### config.mk
export PLATFORM = sky130hd
export DESIGN_NAME = vga_pattern_gen_module
export DESIGN_NICKNAME = d
export VERILOG_FILES = /design/src/rtl/vga_pattern_gen_module.sv
export SDC_FILE = /design/constraint.sdc
export NUM_CORES = 1
export LEC_CHECK = 0
export BUFFER_PORTS_ARGS = -buffer_cell sky130_fd_sc_hd__buf_2
export CORE_MARGIN = 5
export CORE_UTILIZATION = 29
export CTS_CLUSTER_DIAMETER = 30
export CTS_CLUSTER_SIZE = 28
export DETAILED_ROUTE_END_ITERATION = 7
export HOLD_SLACK_MARGIN = 0.12
export PLACE_DENSITY_LB_ADDON = 0.3
export SETUP_SLACK_MARGIN = 0.3
export SYNTH_ARGS = -nofsm -noshare
export SYNTH_HDL_FRONTEND = slang
export SYNTH_SLANG_ARGS = --single-unit
### constraint.sdc
create_clock -name CLK -period 2.75 [get_ports CLK]
set_input_delay 0.275 -clock CLK [delete_from_list [all_inputs] [get_ports CLK]]
set_output_delay 0.275 -clock CLK [all_outputs]
set_load 0.1 [all_outputs]
### src/rtl/vga_pattern_gen_module.sv
// VGA test-pattern generator: colour bars, grey ramp, checkerboard and a bouncing box, with frame-aligned mode switching.
// Optional full-white one-pixel border when VGA_PATGEN_BORDER_EN is defined.
module vga_pattern_gen_module #(
  parameter int H_ACTIVE   = 800,
  parameter int V_ACTIVE   = 600,
  parameter int R_W        = 5,
  parameter int G_W        = 6,
  parameter int B_W        = 5,
  parameter int BAR_COUNT  = 8,
  parameter int GRAD_SHIFT = 2,
  parameter int CHECK_LOG2 = 5,
  parameter int BOX_SIZE   = 64
) (
  input  logic           CLK,
  input  logic           RST,
  input  logic           Ready_Sig,
  input  logic [10:0]    Column_Addr_Sig,
  input  logic [9:0]     Row_Addr_Sig,
  input  logic [1:0]     Mode_Sel,
  input  logic           Mode_Load,
  output logic [R_W-1:0] Red_Sig,
  output logic [G_W-1:0] Green_Sig,
  output logic [B_W-1:0] Blue_Sig,
  output logic           Valid_Sig,
  output logic           Frame_Tick,
  output logic [1:0]     Mode_Cur
);

  typedef enum logic [1:0] {
    MODE_BARS  = 2'd0,
    MODE_RAMP  = 2'd1,
    MODE_CHECK = 2'd2,
    MODE_BOX   = 2'd3
  } mode_t;

  localparam logic [11:0] H_ACT_W  = 12'(H_ACTIVE);
  localparam logic [10:0] V_ACT_W  = 11'(V_ACTIVE);
  localparam logic [10:0] H_LAST   = 11'(H_ACTIVE - 1);
  localparam logic [9:0]  V_LAST   = 10'(V_ACTIVE - 1);
  localparam logic [10:0] BAR_W    = 11'(H_ACTIVE / BAR_COUNT);
  localparam logic [10:0] BAR_MAX  = 11'(BAR_COUNT - 1);
  localparam logic [10:0] X_MAX    = 11'(H_ACTIVE - BOX_SIZE);
  localparam logic [9:0]  Y_MAX    = 10'(V_ACTIVE - BOX_SIZE);
  localparam logic [11:0] BOX_X_SZ = 12'(BOX_SIZE);
  localparam logic [10:0] BOX_Y_SZ = 11'(BOX_SIZE);

  mode_t           r_mode_pend;
  mode_t           r_mode_act;
  logic [10:0]     r_box_x;
  logic [9:0]      r_box_y;
  logic            r_dir_x;
  logic            r_dir_y;
  logic [R_W-1:0]  r_red;
  logic [G_W-1:0]  r_green;
  logic [B_W-1:0]  r_blue;
  logic            r_valid;
  logic            r_tick;

  logic            w_in_range;
  logic            w_fe;
  logic [10:0]     w_bar_q;
  logic [2:0]      w_bar_k;
  logic [R_W-1:0]  w_ramp_r;
  logic [G_W-1:0]  w_ramp_g;
  logic [B_W-1:0]  w_ramp_b;
  logic            w_check;
  logic [11:0]     w_box_x_end;
  logic [10:0]     w_box_y_end;
  logic            w_in_box;
  logic            w_border;
  logic [R_W-1:0]  w_pix_r;
  logic [G_W-1:0]  w_pix_g;
  logic [B_W-1:0]  w_pix_b;

  assign w_in_range = Ready_Sig
                   && ({1'b0, Column_Addr_Sig} < H_ACT_W)
                   && ({1'b0, Row_Addr_Sig} < V_ACT_W);
  assign w_fe = w_in_range && (Column_Addr_Sig == H_LAST) && (Row_Addr_Sig == V_LAST);

  // Bars past the last full-width bar clamp to the final bar index.
  assign w_bar_q = Column_Addr_Sig / BAR_W;
  assign w_bar_k = (w_bar_q > BAR_MAX) ? 3'(BAR_MAX) : 3'(w_bar_q);

  assign w_ramp_r = R_W'(Column_Addr_Sig >> GRAD_SHIFT);
  assign w_ramp_b = B_W'(Column_Addr_Sig >> GRAD_SHIFT);
  assign w_ramp_g = G_W'(Column_Addr_Sig >> (GRAD_SHIFT - 1));

  assign w_check = Column_Addr_Sig[CHECK_LOG2] ^ Row_Addr_Sig[CHECK_LOG2];

  // Box extents carry one extra bit so the far edge never wraps.
  assign w_box_x_end = {1'b0, r_box_x} + BOX_X_SZ;
  assign w_box_y_end = {1'b0, r_box_y} + BOX_Y_SZ;
  assign w_in_box = (Column_Addr_Sig >= r_box_x)
                 && ({1'b0, Column_Addr_Sig} < w_box_x_end)
                 && (Row_Addr_Sig >= r_box_y)
                 && ({1'b0, Row_Addr_Sig} < w_box_y_end);

`ifdef VGA_PATGEN_BORDER_EN
  assign w_border = (Column_Addr_Sig == 11'd0) || (Column_Addr_Sig == H_LAST)
                 || (Row_Addr_Sig == 10'd0) || (Row_Addr_Sig == V_LAST);
`else
  assign w_border = 1'b0;
`endif

  always_comb begin
    w_pix_r = '0;
    w_pix_g = '0;
    w_pix_b = '0;
    if (w_in_range) begin
      case (r_mode_act)
        MODE_BARS: begin
          w_pix_r = {R_W{~w_bar_k[1]}};
          w_pix_g = {G_W{~w_bar_k[2]}};
          w_pix_b = {B_W{~w_bar_k[0]}};
        end
        MODE_RAMP: begin
          w_pix_r = w_ramp_r;
          w_pix_g = w_ramp_g;
          w_pix_b = w_ramp_b;
        end
        MODE_CHECK: begin
          w_pix_r = {R_W{w_check}};
          w_pix_g = {G_W{w_check}};
          w_pix_b = {B_W{w_check}};
        end
        default: begin
          w_pix_r = {R_W{w_in_box}};
          w_pix_g = {G_W{w_in_box}};
          w_pix_b = '1;
        end
      endcase
      if (w_border) begin
        w_pix_r = '1;
        w_pix_g = '1;
        w_pix_b = '1;
      end
    end
  end

  // A load coinciding with frame end bypasses the pending register.
  always_ff @(posedge CLK or posedge RST) begin
    if (RST) begin
      r_mode_pend <= MODE_BARS;
      r_mode_act  <= MODE_BARS;
    end else begin
      if (Mode_Load)
        r_mode_pend <= mode_t'(Mode_Sel);
      if (w_fe)
        r_mode_act <= Mode_Load ? mode_t'(Mode_Sel) : r_mode_pend;
    end
  end

  always_ff @(posedge CLK or posedge RST) begin
    if (RST) begin
      r_box_x <= '0;
      r_dir_x <= 1'b1;
    end else if (w_fe) begin
      if (r_dir_x && (r_box_x == X_MAX)) begin
        r_dir_x <= 1'b0;
        r_box_x <= r_box_x - 11'd1;
      end else if (!r_dir_x && (r_box_x == 11'd0)) begin
        r_dir_x <= 1'b1;
        r_box_x <= 11'd1;
      end else if (r_dir_x) begin
        r_box_x <= r_box_x + 11'd1;
      end else begin
        r_box_x <= r_box_x - 11'd1;
      end
    end
  end

  always_ff @(posedge CLK or posedge RST) begin
    if (RST) begin
      r_box_y <= '0;
      r_dir_y <= 1'b1;
    end else if (w_fe) begin
      if (r_dir_y && (r_box_y == Y_MAX)) begin
        r_dir_y <= 1'b0;
        r_box_y <= r_box_y - 10'd1;
      end else if (!r_dir_y && (r_box_y == 10'd0)) begin
        r_dir_y <= 1'b1;
        r_box_y <= 10'd1;
      end else if (r_dir_y) begin
        r_box_y <= r_box_y + 10'd1;
      end else begin
        r_box_y <= r_box_y - 10'd1;
      end
    end
  end

  always_ff @(posedge CLK or posedge RST) begin
    if (RST) begin
      r_red   <= '0;
      r_green <= '0;
      r_blue  <= '0;
      r_valid <= 1'b0;
      r_tick  <= 1'b0;
    end else begin
      r_red   <= w_pix_r;
      r_green <= w_pix_g;
      r_blue  <= w_pix_b;
      r_valid <= w_in_range;
      r_tick  <= w_fe;
    end
  end

  assign Red_Sig    = r_red;
  assign Green_Sig  = r_green;
  assign Blue_Sig   = r_blue;
  assign Valid_Sig  = r_valid;
  assign Frame_Tick = r_tick;
  assign Mode_Cur   = r_mode_act;

endmodule

---- Word-level counts from Yosys, hierarchy flattened ----
Cells that the tools add are included.
word-level totals
  register bits after elaboration ......... 45
  bits of input ports ..................... 27
  output and inout bits ................... 20
  logic and storage cells ................. 73
operators by class
  add/subtract/negate cells ............... 6
  divide/modulo/power cells ............... 1
  magnitude comparators ................... 7
  equal/unequal tests ..................... 6
  multiplexer cells ....................... 18
  bitwise gates (word level) .............. 4
  reductions and logical operators ........ 20
operators with widths
  kind                     count
  $mux W11                 3
  $mux W10                 3
  $pmux W5 S3              2
  $eq A11 B10 Y1 const B   2
  $eq A10 B10 Y1 const B   2
  $pmux W6 S3              1
  $add A11 B7 Y12 const B  1
  $lt A11 B12 Y1           1
  $add A10 B7 Y11 const B  1
  $add A11 B1 Y11 const B  1
  $div A11 B7 Y11 const B  1
  $ge A11 B11 Y1           1
  $gt A11 B3 Y1 const B    1
  $logic_and A1 B1 Y1      11
  $logic_not A11 Y1        1
  $lt A10 B11 Y1           1
  $lt A11 B10 Y1 const B   1
  $sub A11 B1 Y11 const B  1
  $add A10 B1 Y10 const B  1
  $ge A10 B10 Y1           1
  $logic_not A10 Y1        1
  $lt A10 B10 Y1 const B   1
  $mux W5                  2
  $sub A10 B1 Y10 const B  1
  12 further kinds         20

---- Depth between registers and ports, before layout ----
  word-level depth ........................ 7
  mapped depth ............................ 12
  depth with buffers taken out ............ 11

---- Worst setup path after synthesis ----
OpenSTA, ideal clock, no wires.
  kind .................................... reg-to-reg
  start point ............................. register r_box_x[0]
  end point ............................... register r_box_x[6]
  setup time .............................. 0.131 ns
  arrival ................................. 2.486 ns
  slack ................................... 0.132 ns
  stages on the path, launching flop included .. 12
  path buffers ............................ 0
  clock period less this slack ............ 2.618 ns
  path through ............................ dfrtp_1 -> inv_1 -> ha_1 -> nor4b_1 -> and2_1 -> nand2_1 -> nor4_1 -> a21oi_1 -> a21oi_1 -> o221ai_1 -> nand2_1 -> o31ai_1
between the ends
  longest elaborated chain between the ends .. 4
  elaborated cells between the ends (all ways) .. 9
  classes of those cells .................. 2 x add/sub; 1 x eq/ne; 3 x mux; 3 x reduce/logical
ends and longest elaborated chain
  what                                             RTL line  RTL
  start, declared                                  49        logic [10:0] r_box_x;
  start signal, assigned                           160       r_box_x <= r_box_x - 11'd1;
  start signal, assigned                           165       r_box_x <= r_box_x + 11'd1;
  start signal, assigned                           167       r_box_x <= r_box_x - 11'd1;
  $sub A11 B1 Y11, or another cell as far along    160, 167
  $mux W11 or $logic_and A1 B1 Y1 (tied branches)  164, 161
  $mux W11                                         161       end else if (!r_dir_x && (r_box_x == 11'd0)) begin
  $mux W11 *                                       158       if (r_dir_x && (r_box_x == X_MAX)) begin
Mark *: on every way between the ends. The rest lies on a longest branch, timed or not.
A chain may end at the register's enable or synchronous reset.

---- Final worst setup path ----
  start point ............................. register r_box_y[1]
  end point ............................... register r_green[3] (netlist: Green_Sig[3])
between the ends
  longest elaborated chain between the ends .. 5
  elaborated cells between the ends (all ways) .. 7
  classes of those cells .................. 1 x add/sub; 2 x order compare; 2 x mux; 2 x reduce/logical
ends and longest elaborated chain
  what                                                   RTL line  RTL
  start, declared                                        50        logic [9:0] r_box_y;
  start signal, assigned                                 179       r_box_y <= r_box_y - 10'd1;
  start signal, assigned                                 184       r_box_y <= r_box_y + 10'd1;
  start signal, assigned                                 186       r_box_y <= r_box_y - 10'd1;
  $add A10 B7 Y11 or $ge A10 B10 Y1 (tied branches)      92, 95
  $lt A10 B11 Y1 or $logic_and A1 B1 Y1 (tied branches)  96, 95
  $logic_and A1 B1 Y1 *                                  96        && ({1'b0, Row_Addr_Sig} < w_box_y_end);
  $pmux W6 S3 *                                          110       case (r_mode_act)
  $mux W6 *                                              109       if (w_in_range) begin
  net w_pix_g[3]                                         72        logic [G_W-1:0] w_pix_g;
  end signal, assigned                                   200       r_green <= w_pix_g;
  end, declared                                          54        logic [G_W-1:0] r_green;
The timed path passes the listed nets; every way through them passes the cells marked *.

==> impl_metrics.ini <==
[synthesis]
synthXorXnorAreaFrac_pct = 4.11
syn_inst = 533
async_flop_share_pct = 100
syn_avg_cell_area_um2 = 7.99
synth_nets = 599
synth_fa_ha_area_share_pct = 11.5
synth_top_family_by_area = compound AO/OA/AOI/OAI gates
synth_edf_count = 0
yosys.area_share.simple_pct = 21.3
synth.distinct_cells = 72
syn-cell-area_um2 = 4260
synth_compound_area_share_pct = 28.3
yosys_warnings = 0
synth_seq_cells = 45
synth-main-ff-cell = dfrtp_1
synth.area.mux_share_pct = 1.32
seq_area_frac_synth_pct = 26.5

[global_routing]
grt_usage_pct = 13.8
grt_pass1_vias = 4106
grt_remaining_overflow = 0
grt_antenna_before_repair = 0
grt_pass1_wl_um = 20600
grt_max_degree = 46

[sta]
finClkSkew_ns = 0.00427
fmax_ghz = 0.380
setup_violations = 0
slew_headroom_pct = 36.4
post-route-min-period_ns = 2.63
fin_crit_sh_pct = 95.6
slew_violations = 0
worst_slew_pin_slew_ns = 0.952
rsz0062_at_grt = true
setup_slack_ns = 0.121
hold_viol_final = 0

[drt]
ant_nets = 0
finalWirelength_um = 12600
drt_pass1_iterations = 5
drtIter0Drc = 166
via_count = 4369
drc_errors = 0
vias_per_cell = 5.46
wl_per_cell_um = 15.8

[clocking]
cts_hold_buf = 0
cts_tree = yes
cts_max_path_buffers = 2
cts_buffers = 5
h-tree-depth = 2
clkSinkCount = 45
path_clk_slew_ns = 0.06
cts-root-buf = clkbuf_16
clk_latency_ns = 0.29

[power]
p_leak_nw = 2.35
p_switching_w = 0.000546
max-vdd-ir-drop_mv = 0.216
p_int_w = 0.00121
swShare_pct = 31.1
p_seq_share_pct = 38.4
power.share.combinational_pct = 27.3
p_clk_share_pct = 34.3
power.density_nw_per_um2 = 312
power_w = 0.00176

[hold_path]
min_path_type = input pin to async pin

[floorplan]
core_area_um2 = 14500
rows = 44
start_util_pct = 29.4
ioPinCount = 47
die_x_um = 131
fp.dieH_um = 131
dieArea_um2 = 17200

[setup_path]
startpoint_type = flop
worst_path_max_delay_cell = dfrtp_1
path_class = flop to flop
cp_data_arrival_time_ns = 2.83
cp_cell_sequence = inv_2 -> ha_4 -> nor2b_4 -> o21a_1 -> o21ai_1 -> nand2b_1 -> buf_4 -> a2111oi_4 -> nor4_2 -> nor3_2 -> a41oi_4 -> buf_12 -> a21oi_1
worstSetupEndpointType = flop
cp.required_ns = 2.95
worst-path-max-fanout = 6
cp_top_family = compound AO/OA/AOI/OAI gates
cpPeakStageDelay_ns = 0.40
crit_buf_inv = 3

[outcome]
status = complete, no violations

[place]
dp_hpwl_um = 9460
gp_congestion = 0.869
place_ws_ns = -0.0709
port_buffers = 46

[finish]
area_delta_synth_final_pct = 31.9
nets = 681
antenna_cells = 0
utilization_pct = 38.8
final_layout_size_suffix_gt1_share_pct = 31.0

[flow_run]
cap_violations = 0
per-layer routing:
metal | vias to the layer above | share of wire [%] | global-route usage (%)
li1 | 2156 | - | -
met1 | 2086 | 46 | 19.2
met2 | 120 | 48 | 22.5
met3 | 7 | 5.5 | 2.56
met4 | 0 | 0.80 | 2.83
met5 | - | 0 | 0
worst register-to-register path, cell delays in order, from the launching register on:
cell and delay (ns):
dfrtp_1 0.40, inv_2 0.09, ha_4 0.20, nor2b_4 0.12, o21a_1 0.16, o21ai_1 0.14
nand2b_1 0.10, buf_4 0.15, a2111oi_4 0.31, nor4_2 0.09, nor3_2 0.24, a41oi_4 0.21
buf_12 0.19, a21oi_1 0.14
registers in the layout, indices dropped and copies added (netlist names):
register / flops
r_box_x: 11
r_mode_pend: 2
r_dir_x: 1
Red_Sig: 5
Mode_Cur: 2
Valid_Sig: 1
Green_Sig: 6
r_dir_y: 1
Blue_Sig: 5
Frame_Tick: 1
r_box_y: 10
synth_stat cells, drive strengths merged, types with 4 or more instances:
library cell / number / area share, %
or3: 8 / 1.4
and2: 5 / 0.73
xnor2: 19 / 3.9
nand4: 4 / 0.59
o221ai: 4 / 0.82
dfrtp: 43 / 25
nor3: 25 / 3.1
o31a: 4 / 0.82
nand3: 24 / 2.8
o2111ai: 4 / 0.97
nor4: 5 / 0.88
o21a: 6 / 1.1
nand2: 30 / 2.6
buf: 15 / 1.9
a211o: 5 / 1.0
a211oi: 5 / 1.0
a31oi: 7 / 1.0
nor2b: 10 / 1.5
clkbuf: 20 / 1.8
a21oi: 64 / 7.5
o22ai: 6 / 0.88
mux2: 5 / 1.3
a21o: 5 / 0.88
o31ai: 7 / 1.2
and3: 6 / 0.88
nor2: 22 / 2.0
or4: 5 / 0.88
o21ai: 38 / 4.5
inv: 38 / 3.3
ha: 39 / 11
stage by stage:
stage	instance area, um2	hold slack [ns]	setup TNS, ns	cells
final	5620	0.206	0	800
after global routing	5620	0.234	-0.130	800
after CTS	5280	0.229	0	790
after detailed placement	5010	0.503	-0.203	774
after global placement	5010	0.480	0	774
after floorplan	4330	0.439	0	533
layout make-up:
type / count / area [um2]
Clock buffer: 5 / 125
Clock inverter: 3 / 21.3
Fill cell: 1463 / 8860
Inverter: 38 / 143
Multi-Input combinational cell: 415 / 3140
Sequential cell: 45 / 1130
Tap cell: 184 / 230
Timing Repair Buffer: 110 / 825
power by group through the flow:
stage | logic (W) | clock network, W | registers, W
floorplan | 0.000219 | 0 | 0.000735
global placement | 0.000385 | 0 | 0.000686
detailed placement | 0.000391 | 0 | 0.000686
CTS | 0.000421 | 0.000628 | 0.000673
global route | 0.000519 | 0.000659 | 0.000674
finish | 0.000479 | 0.000603 | 0.000673
logic make-up (layout without fill, tap and decap cells):
kind of cell / count (synthesis) / in the layout
XOR/XNOR: 20 / 20
AND/OR/NAND/NOR: 165 / 165
flip-flops: 45 / 45
buffers and inverters: 73 / 156
multiplexers: 5 / 5
AO/OA/AOI/OAI: 186 / 186
adder cells (fa/ha/maj): 39 / 39
worst paths after layout:
| kind | from | cells after the start | slack (ns) | end |
|---|---|---|---|---|
| worst max-delay path | r_box_y[1]$_DFFE_PP0P_ | 13 | 0.12 | Green_Sig[3]$_DFF_PP0_ |
| worst min-delay path | RST | 2 | 0.21 | r_mode_pend[1]$_DFF_PP0_ |
| worst max register to register | r_box_y[1]$_DFFE_PP0P_ | 13 | 0.12 | Green_Sig[3]$_DFF_PP0_ |
| worst min register to register | r_mode_pend[0]$_DFF_PP0_ | 1 | 0.51 | r_mode_pend[0]$_DFF_PP0_ |
| max in group asynchronous | RST | 2 | 1.89 | r_box_y[6]$_DFFE_PP0P_ |
| min in group CLK | Mode_Sel[0] | 2 | 0.24 | r_mode_pend[0]$_DFF_PP0_ |
cell usage in the layout (no fill, tap or decap), types with 7 or more instances in the layout:
cell type,instances
ha_1,37
buf_4,60
a21oi_1,57
nand3_1,23
clkbuf_16,7
nor2_1,20
a21oi_2,7
nor3_1,22
xnor2_1,19
buf_2,41
o21ai_0,26
o21ai_1,10
inv_1,33
dfrtp_1,39
nand2_1,30
repair_timing:
item | CTS | global route
buffers inserted | 8 | 8
pin swaps | 17 | 16
cloned | 0 | 2
resized for setup | 18 | 54
setup endpoints to repair | 20 | 35
Note: power is estimated with default switching activity, not from simulation.
